<file path="config.mk">
export PLATFORM = sky130hd
export DESIGN_NAME = fetch_stage
export DESIGN_NICKNAME = d
export VERILOG_FILES = /design/src/rtl/cpu_pkg.sv /design/src/rtl/fetch_perf_cnt.sv /design/src/rtl/fetch_stage.sv
export SDC_FILE = /design/constraint.sdc
export NUM_CORES = 1
export LEC_CHECK = 0
export ABC_AREA = 1
export CORE_MARGIN = 4
export CORE_UTILIZATION = 65
export CTS_CLUSTER_SIZE = 30
export DETAILED_ROUTE_END_ITERATION = 10
export DONT_BUFFER_PORTS = 1
export PLACE_DENSITY = 0.81
export SYNTH_ARGS = -nofsm -noshare
export SYNTH_HDL_FRONTEND = slang
export SYNTH_SLANG_ARGS = --single-unit
</file>
<file path="constraint.sdc">
create_clock -name clk -period 3.44 [get_ports clk]
set_input_delay 0 -clock clk [delete_from_list [all_inputs] [get_ports clk]]
set_output_delay 0 -clock clk [all_outputs]
set_load 0.02 [all_outputs]
</file>
<file path="src/rtl/cpu_pkg.sv">
// Shared widths, opcode map and HALT encoding for the 8-bit pipelined CPU.
package cpu_pkg;

  localparam int unsigned ADDR_W  = 8;
  localparam int unsigned INSTR_W = 8;

  // Instruction layout: [7:6] opcode, [5:3] rx, [2:0] ry
  localparam logic [1:0] OP_LOAD = 2'b00;
  localparam logic [1:0] OP_OUT  = 2'b01;
  localparam logic [1:0] OP_ALU  = 2'b10;
  localparam logic [1:0] OP_JMP  = 2'b11;

  localparam logic [2:0] COND_GT = 3'b000;
  localparam logic [2:0] COND_LT = 3'b001;
  localparam logic [2:0] COND_EQ = 3'b010;

  localparam logic [INSTR_W-1:0] HALT_INSTR = 8'h00;

  typedef enum logic [0:0] {
    StRun,
    StHalted
  } fetch_state_e;

endpackage

</file>
<file path="src/rtl/fetch_perf_cnt.sv">
// Saturating event counter for the fetch stage performance monitors.
module fetch_perf_cnt #(
  parameter int unsigned WIDTH = 16
) (
  input  logic             clk,
  input  logic             rst_n,
  input  logic             inc,
  output logic [WIDTH-1:0] count
);

  logic [WIDTH-1:0] count_q, count_d;

  always_comb begin
    count_d = count_q;
    if (inc && (count_q != {WIDTH{1'b1}})) begin
      count_d = count_q + WIDTH'(1);
    end
  end

  always_ff @(posedge clk or negedge rst_n) begin
    if (!rst_n) begin
      count_q <= '0;
    end else begin
      count_q <= count_d;
    end
  end

  assign count = count_q;

endmodule

</file>
<file path="src/rtl/fetch_stage.sv">
// Instruction fetch: PC, RUN/HALTED FSM and IF/ID register with valid/ready to decode.
// Optional FETCH_PERF_EN adds saturating fetch_count / stall_count monitors.
module fetch_stage
  import cpu_pkg::*;
#(
  parameter logic [ADDR_W-1:0] RESET_PC = 8'h00
) (
  input  logic               clk,
  input  logic               rst_n,
  input  logic               run,
  output logic [ADDR_W-1:0]  imem_addr,
  input  logic [INSTR_W-1:0] imem_instr,
  input  logic               redirect_valid,
  input  logic [ADDR_W-1:0]  redirect_target,
  output logic               out_valid,
  input  logic               out_ready,
  output logic [INSTR_W-1:0] out_instr,
  output logic [ADDR_W-1:0]  out_pc,
  output logic               halted
`ifdef FETCH_PERF_EN
  ,
  output logic [15:0]        fetch_count,
  output logic [15:0]        stall_count
`endif
);

  fetch_state_e       state_q, state_d;
  logic [ADDR_W-1:0]  pc_q, pc_d;
  logic               valid_q, valid_d;
  logic [INSTR_W-1:0] instr_q, instr_d;
  logic [ADDR_W-1:0]  out_pc_q, out_pc_d;
  logic               capture;

  always_comb begin
    state_d  = state_q;
    pc_d     = pc_q;
    valid_d  = valid_q;
    instr_d  = instr_q;
    out_pc_d = out_pc_q;
    capture  = 1'b0;

    if (redirect_valid) begin
      // Flush IF/ID; the word on imem_instr this cycle is dropped, even a HALT.
      pc_d    = redirect_target;
      valid_d = 1'b0;
      state_d = StRun;
    end else begin
      unique case (state_q)
        StRun: begin
          if (run) begin
            capture = !valid_q || out_ready;
            if (capture) begin
              instr_d  = imem_instr;
              out_pc_d = pc_q;
              valid_d  = 1'b1;
              if (imem_instr == HALT_INSTR) begin
                state_d = StHalted;
              end else begin
                pc_d = pc_q + ADDR_W'(1);
              end
            end
          end else if (out_ready) begin
            valid_d = 1'b0;
          end
        end
        StHalted: begin
          if (out_ready) begin
            valid_d = 1'b0;
          end
        end
        default: begin
          state_d = StRun;
        end
      endcase
    end
  end

  always_ff @(posedge clk or negedge rst_n) begin
    if (!rst_n) begin
      state_q  <= StRun;
      pc_q     <= RESET_PC;
      valid_q  <= 1'b0;
      instr_q  <= '0;
      out_pc_q <= '0;
    end else begin
      state_q  <= state_d;
      pc_q     <= pc_d;
      valid_q  <= valid_d;
      instr_q  <= instr_d;
      out_pc_q <= out_pc_d;
    end
  end

  assign imem_addr = pc_q;
  assign out_valid = valid_q;
  assign out_instr = instr_q;
  assign out_pc    = out_pc_q;
  assign halted    = (state_q == StHalted);

`ifdef FETCH_PERF_EN
  logic stall;
  assign stall = valid_q && !out_ready;

  fetch_perf_cnt #(
    .WIDTH (16)
  ) u_fetch_cnt (
    .clk   (clk),
    .rst_n (rst_n),
    .inc   (capture),
    .count (fetch_count)
  );

  fetch_perf_cnt #(
    .WIDTH (16)
  ) u_stall_cnt (
    .clk   (clk),
    .rst_n (rst_n),
    .inc   (stall),
    .count (stall_count)
  );
`endif

endmodule
</file>
# Yosys cells after proc, flatten, opt, wreduce, memory -nomap -nowiden
# Index checks and enable logic that the tools add are counted.
[classes]
addsub = 1
n_mul = 0
div_mod_pow = 0
n_lt_le_gt_ge = 0
eq_ne = 3
n_shift = 0
muxes = 15
bitwise_logic = 2
reduce_logical = 7
[op_table]
columns = ["cell", "count"]
rows = [
  ["$mux W8", 5],
  ["$mux W1", 9],
  ["$add A8 B1 Y8 const B", 1],
  ["$logic_not A8 Y1", 1],
  ["$reduce_and A4 Y1", 2],
  ["$ne A2 B2 Y1 const B", 2],
  ["$ne A4 B4 Y1 const B", 1],
  ["$reduce_bool A2 Y1", 2],
  ["$not A1 Y1", 2],
  ["$pmux W1 S2", 1],
  ["$logic_not A1 Y1", 1],
  ["$logic_or A1 B1 Y1", 1],
]
[totals]
regBits = 26
latchBits = 0
ramBits = 0
rom_bits = 0
inputBits = 21
out_inout_bits = 26
elab_cells = 33
mem_count = 0

# Longest topological paths before layout
[depth]
word_depth = 6
ltp_mapped = 9

# Worst setup path before layout
# Ideal clock, no wire load.
[synth_path]
kind = "reg-to-reg"
from = "register pc_q[1], in the netlist imem_addr[1]"
to = "register pc_q[6], in the netlist imem_addr[6]"
arrival_time_ps = 1187
required_time_ps = 3323
slack_ps = 2136
stages_incl_launch_ff = 9
n_path_buf = 0
synth_period_minus_slack_ps = 1304
cell_sequence = "dfrtp_1 > ha_1 > nand2_1 > nor2_1 > nand2_1 > nand2_1 > nand3_1 > nand3_2 > nand2_1"
[synth_between]
elab_chain_cells = 6
[synth_rtl]
columns = ["item", "line", "rtl"]
rows = [
  ["from (decl)", "fetch_stage.sv:28", "logic [ADDR_W-1:0] pc_q, pc_d;"],
  ["from (signal assigned)", "fetch_stage.sv:87", "pc_q <= pc_d;"],
  ["$add A8 B1 Y8", "fetch_stage.sv:59", "pc_d = pc_q + ADDR_W'(1);"],
  ["$mux W8", "fetch_stage.sv:56", "if (imem_instr == HALT_INSTR) begin"],
  ["$mux W8", "fetch_stage.sv:52", "if (capture) begin"],
  ["$mux W8", "fetch_stage.sv:50", "if (run) begin"],
  ["$mux W8", "fetch_stage.sv:48", "unique case (state_q)"],
  ["$mux W8", "fetch_stage.sv:42", "if (redirect_valid) begin"],
]
# No other way between the ends. The select of a mux whose other input is x is not followed.
# A chain may end at the register's enable or synchronous reset.

# Worst setup path in the final report
[layout_path]
from = "register state_q, in the netlist halted"
to = "register instr_q[2], in the netlist out_instr[2]"
[layout_between]
elab_chain_cells = 2
[layout_rtl]
columns = ["item", "line", "rtl"]
rows = [
  ["from (decl)", "fetch_stage.sv:27", "fetch_state_e state_q, state_d;"],
  ["from (signal assigned)", "fetch_stage.sv:80", "state_q <= StRun;"],
  ["from (signal assigned)", "fetch_stage.sv:86", "state_q <= state_d;"],
  ["$not A1 Y1 (no source line)", "n/a", ""],
  ["$reduce_and A4 Y1 (no source line)", "n/a", ""],
  ["to (signal assigned)", "fetch_stage.sv:89", "instr_q <= instr_d;"],
  ["to (decl)", "fetch_stage.sv:30", "logic [INSTR_W-1:0] instr_q, instr_d;"],
]
# No other way between the ends.

==> results.env <==
STATUS='finished clean'
AREA.GROWTH.SYNTH_TO_FINAL_PCT=16.2
WORST_SETUP_PATH_START_KIND='flip-flop'
SYNTH.NET_COUNT=184
POWER.DENSITY_CELL_AREA_nW_PER_UM2=494
SYNTH_TOP_FAMILY_BY_AREA='simple AND/OR/NAND/NOR gates'
FINALPOWER_W=0.000855
GLOBAL_ROUTE.USAGE.MET1_PCT=26.0
REG2REGPATHDEPTH=4
FIRST_GLOBAL_VIAS=1102
SYNTH-ADDER-AREA-SHARE_PCT=0.840
CLOCK-ROOT-BUFFER='sky130_fd_sc_hd__clkbuf_4'
GRT.BUSIEST_LAYER='met2'
PORT_BUFFERS=0
ANT_NETS=0
TIMING_HOLD_VIOLATIONS_FINAL=0
DRC=0
DRV_SLEW=0
SYNTH.AVG_CELL_AREA_UM2=9.20
GRT_SETUP_UNREPAIRED='false'
NUMBER_OF_SYNTHESIZED_REGISTER_BITS=26
WORST_R2R_STARTPOINT='halted'
FMAXACHIEVABLE_MHz=603
DRV.MAX_CAP_VIOLATION_COUNT=0
YOSYS.AREA.TOP_TYPE='sky130_fd_sc_hd__dfrtp_1'
SYN-INSTANCE-COUNT=162
GRT_PASS1_WL_MM=5.37
SHARE_OF_THE_SYNTHESIZED_AREA_IN_COMPOUND_GATES_AO_OA_AOI_OAI_PCT=14.4
WORSTSKEWPAIRLATENCY_NS=0.33
MET2_USAGE_PCT=39.9
FINALSETUPTNS_NS=0
MAX-VDD-IR-DROP_mV=0.295
WORST_SLEW_MARGIN_REL_PCT=55.6
PLACE_CONGESTION=0.823
POST_CTS_RESIZE_COUNT=0
NETLIST_AREA_UM2=1490
GRT.TOTAL_USAGE_PCT=22.1
CRIT_PATH_START='halted'
WL_MM=3.12
ANTENNA_FOUND_INITIAL=0
SETUP-VIOLATIONS-FINAL=0
SYNTH.YOSYS.SEQ_AREA_SHARE_PCT=43.7
STD_CELL_ROWS=17
DRT_PASS_1_ITERS=4
HOLD_PATH.CLASS='primary input to asynchronous set/reset pin'
VIA_COUNT=1120
REG2REG_TO='out_instr[2]'
YOSYS.AREA_SHARE.SIMPLE_PCT=29.7
XOR_XNOR_FRACTION_OF_SYNTH_AREA_PCT=0.588
FINAL_LAYOUT_SIZE_SUFFIX_GT1_SHARE_PCT=33.5
REGTOREGSETUPSLACK_NS=1.78
FINISH.NET_COUNT=205
VIAS_PER_CELL=5.33
INITIAL_UTILIZATION_PCT=68.0
CRITICAL_PATH.MAX_FANOUT=32
NUMBER_OF_WARNINGS_ISSUED_BY_YOSYS=0
DETAIL_ROUTE.ITER0.VIOLATIONS=39
TOTAL_NUMBER_OF_H_TREE_LEVELS=1
SYNTH.MUX.AREA_FRACTION_PCT=0
FIN_SKEW_NS=0.00344
CRITICAL_PATH.ENDPOINT_TYPE='flip-flop'
USE_MET3_PCT=4.64
DETAILED_PLACE_HPWL_MM=1.98
PATH_CLK_SLEW_NS=0.14
FIN_CRIT_SH_PCT=48.2
WORSTPATHARRIVAL_NS=1.87
WORST_ENDPOINT_REQUIRED_TIME_NS=3.65
PLACEABLECOREAREA_UM2=2190
DIE-AREA_UM2=3120
NETLIST.AREA_LEADER.SHARE_PCT=43.7
FP.DIEW_UM=55.9
CRIT_TYPE='flip-flop to flip-flop'
WIRE_PER_INST_UM=14.8
FINALCRITICALPERIOD_NS=1.66
STANDBY_LEAKAGE_POWER_nW=0.822
FILLCELLCOUNT=153
IO_PINS=47
YOSYS.CELL_TYPES.COUNT=20
FIN_UTIL_PCT=79.0
CHIPHEIGHT_UM=55.9
TIMING_WORST_SLEW_PIN_VALUE_NS=0.665
RANKING_OF_SYNTHESIZED_CELLS_BY_AREA='sky130_fd_sc_hd__dfrtp_1 (44%), sky130_fd_sc_hd__o21ai_2 (12%), sky130_fd_sc_hd__nand2_2 (9.2%)'
GLOBALROUTEOVERFLOWTOTAL=0
CTS-ROOT-TO-SINK-BUFFERS=2
GRT_MAX_DEGREE=33
CLOCK-SINKS=26
INSERTEDDIODECOUNT=0
TRITONCTS='yes'
INSERTED_CLOCK_BUFFERS=3
[critical path, cell delays in order, from the launching register on]
cell and delay, ns:
sky130_fd_sc_hd__dfrtp_1 0.50, sky130_fd_sc_hd__inv_1 0.16, sky130_fd_sc_hd__nand4_4 0.54, sky130_fd_sc_hd__nand2_2 0.25, sky130_fd_sc_hd__o21ai_2 0.08
[Yosys cell counts]
library cell and n:
sky130_fd_sc_hd__o21ai_0 5, sky130_fd_sc_hd__nand3_4 1, sky130_fd_sc_hd__nand3_1 11, sky130_fd_sc_hd__o21ai_2 21
sky130_fd_sc_hd__nand2_2 22, sky130_fd_sc_hd__inv_1 21, sky130_fd_sc_hd__nand3_2 3, sky130_fd_sc_hd__a21oi_1 1
sky130_fd_sc_hd__nand2_1 30, sky130_fd_sc_hd__nor2_4 2, sky130_fd_sc_hd__nor2_1 4, sky130_fd_sc_hd__buf_6 5
sky130_fd_sc_hd__inv_4 1, sky130_fd_sc_hd__xnor2_1 1, sky130_fd_sc_hd__dfrtp_1 26, sky130_fd_sc_hd__nand4_4 1
sky130_fd_sc_hd__or2_2 3, sky130_fd_sc_hd__ha_1 1, sky130_fd_sc_hd__nor2_2 2, sky130_fd_sc_hd__buf_12 1
[layout by cell type (no fill, tap or decap), types with 2 or more instances in the layout]
cell	count
sky130_fd_sc_hd__o21ai_0	5
sky130_fd_sc_hd__nor2_4	2
sky130_fd_sc_hd__nor2_1	4
sky130_fd_sc_hd__or2_2	3
sky130_fd_sc_hd__o21ai_2	21
sky130_fd_sc_hd__clkbuf_4	3
sky130_fd_sc_hd__dfrtp_1	26
sky130_fd_sc_hd__nand3_1	11
sky130_fd_sc_hd__nand2_1	30
sky130_fd_sc_hd__nand2_2	22
sky130_fd_sc_hd__nor2_2	2
sky130_fd_sc_hd__dlygate4sd3_1	21
sky130_fd_sc_hd__nand3_2	3
sky130_fd_sc_hd__inv_1	21
[what timing repair did]
item | CTS | global route
hold buffers | 22 | 0
setup buffers | 0 | 0
endpoints found under the hold margin | 44 | 0
[logic make-up after synthesis]
family / Yosys count
and+or+nand+nor: 79
buffers and inverters: 28
AOI/OAI and AO/OA: 27
DFF: 26
xor gates and xnor gates: 1
adders and majority gates: 1
[sequential cells by signal, indices dropped and copies added (netlist names)]
register   cells
halted         1
imem_addr      8
out_instr      8
out_pc         8
out_valid      1
[power breakdown]
| part | total (W) | internal (W) | leakage [nW] | switching [W] |
|---|---|---|---|---|
| clock | 0.000212 | 0.000118 | 0.0279 | 0.0000945 |
| combinational | 0.000178 | 0.0000781 | 0.470 | 0.0000998 |
| sequential | 0.000465 | 0.000352 | 0.324 | 0.000113 |
| total | 0.000855 | 0.000548 | 0.822 | 0.000307 |
[final cells by class]
type	count	area (um2)	share of cell area [%]
multi-input combinational	108	678	39.2
sequential	26	651	37.6
timing repair buffer	22	230	13.3
inverter	22	85.1	4.91
tap	28	35.0	2.02
clock inverter	1	30.0	1.73
clock buffer	3	22.5	1.30
[worst max-delay path by stage]
stage | end | slack [ns] | cells after the start
after detailed placement | out_instr[7] | 1.82 | 4
after global placement | out_instr[6] | 1.88 | 4
after CTS | out_instr[7] | 1.79 | 4
final | out_instr[2] | 1.78 | 4
after global routing | out_instr[2] | 1.65 | 4
after floorplan | imem_addr[6] | 2.14 | 8
[stage by stage]
stage               std cells  hold slack (ns)  setup slack, ns  cell area (um2)
floorplan                 162           -0.296             2.14             1490
global placement          184           -0.295             1.88             1450
detailed placement        184           -0.295             1.82             1450
CTS                       210           0.0749             1.79             1730
global route              210            0.111             1.65             1730
finish                    210            0.107             1.78             1730
[routing by layer]
metal | share of wire [%] | up-vias
met2 | 54 | 43
met4 | 1.5 | 0
met5 | 0 | -
met1 | 37 | 521
met3 | 7.4 | 6
li1 | - | 550
No activity file was read; power rests on OpenSTA's default activity.
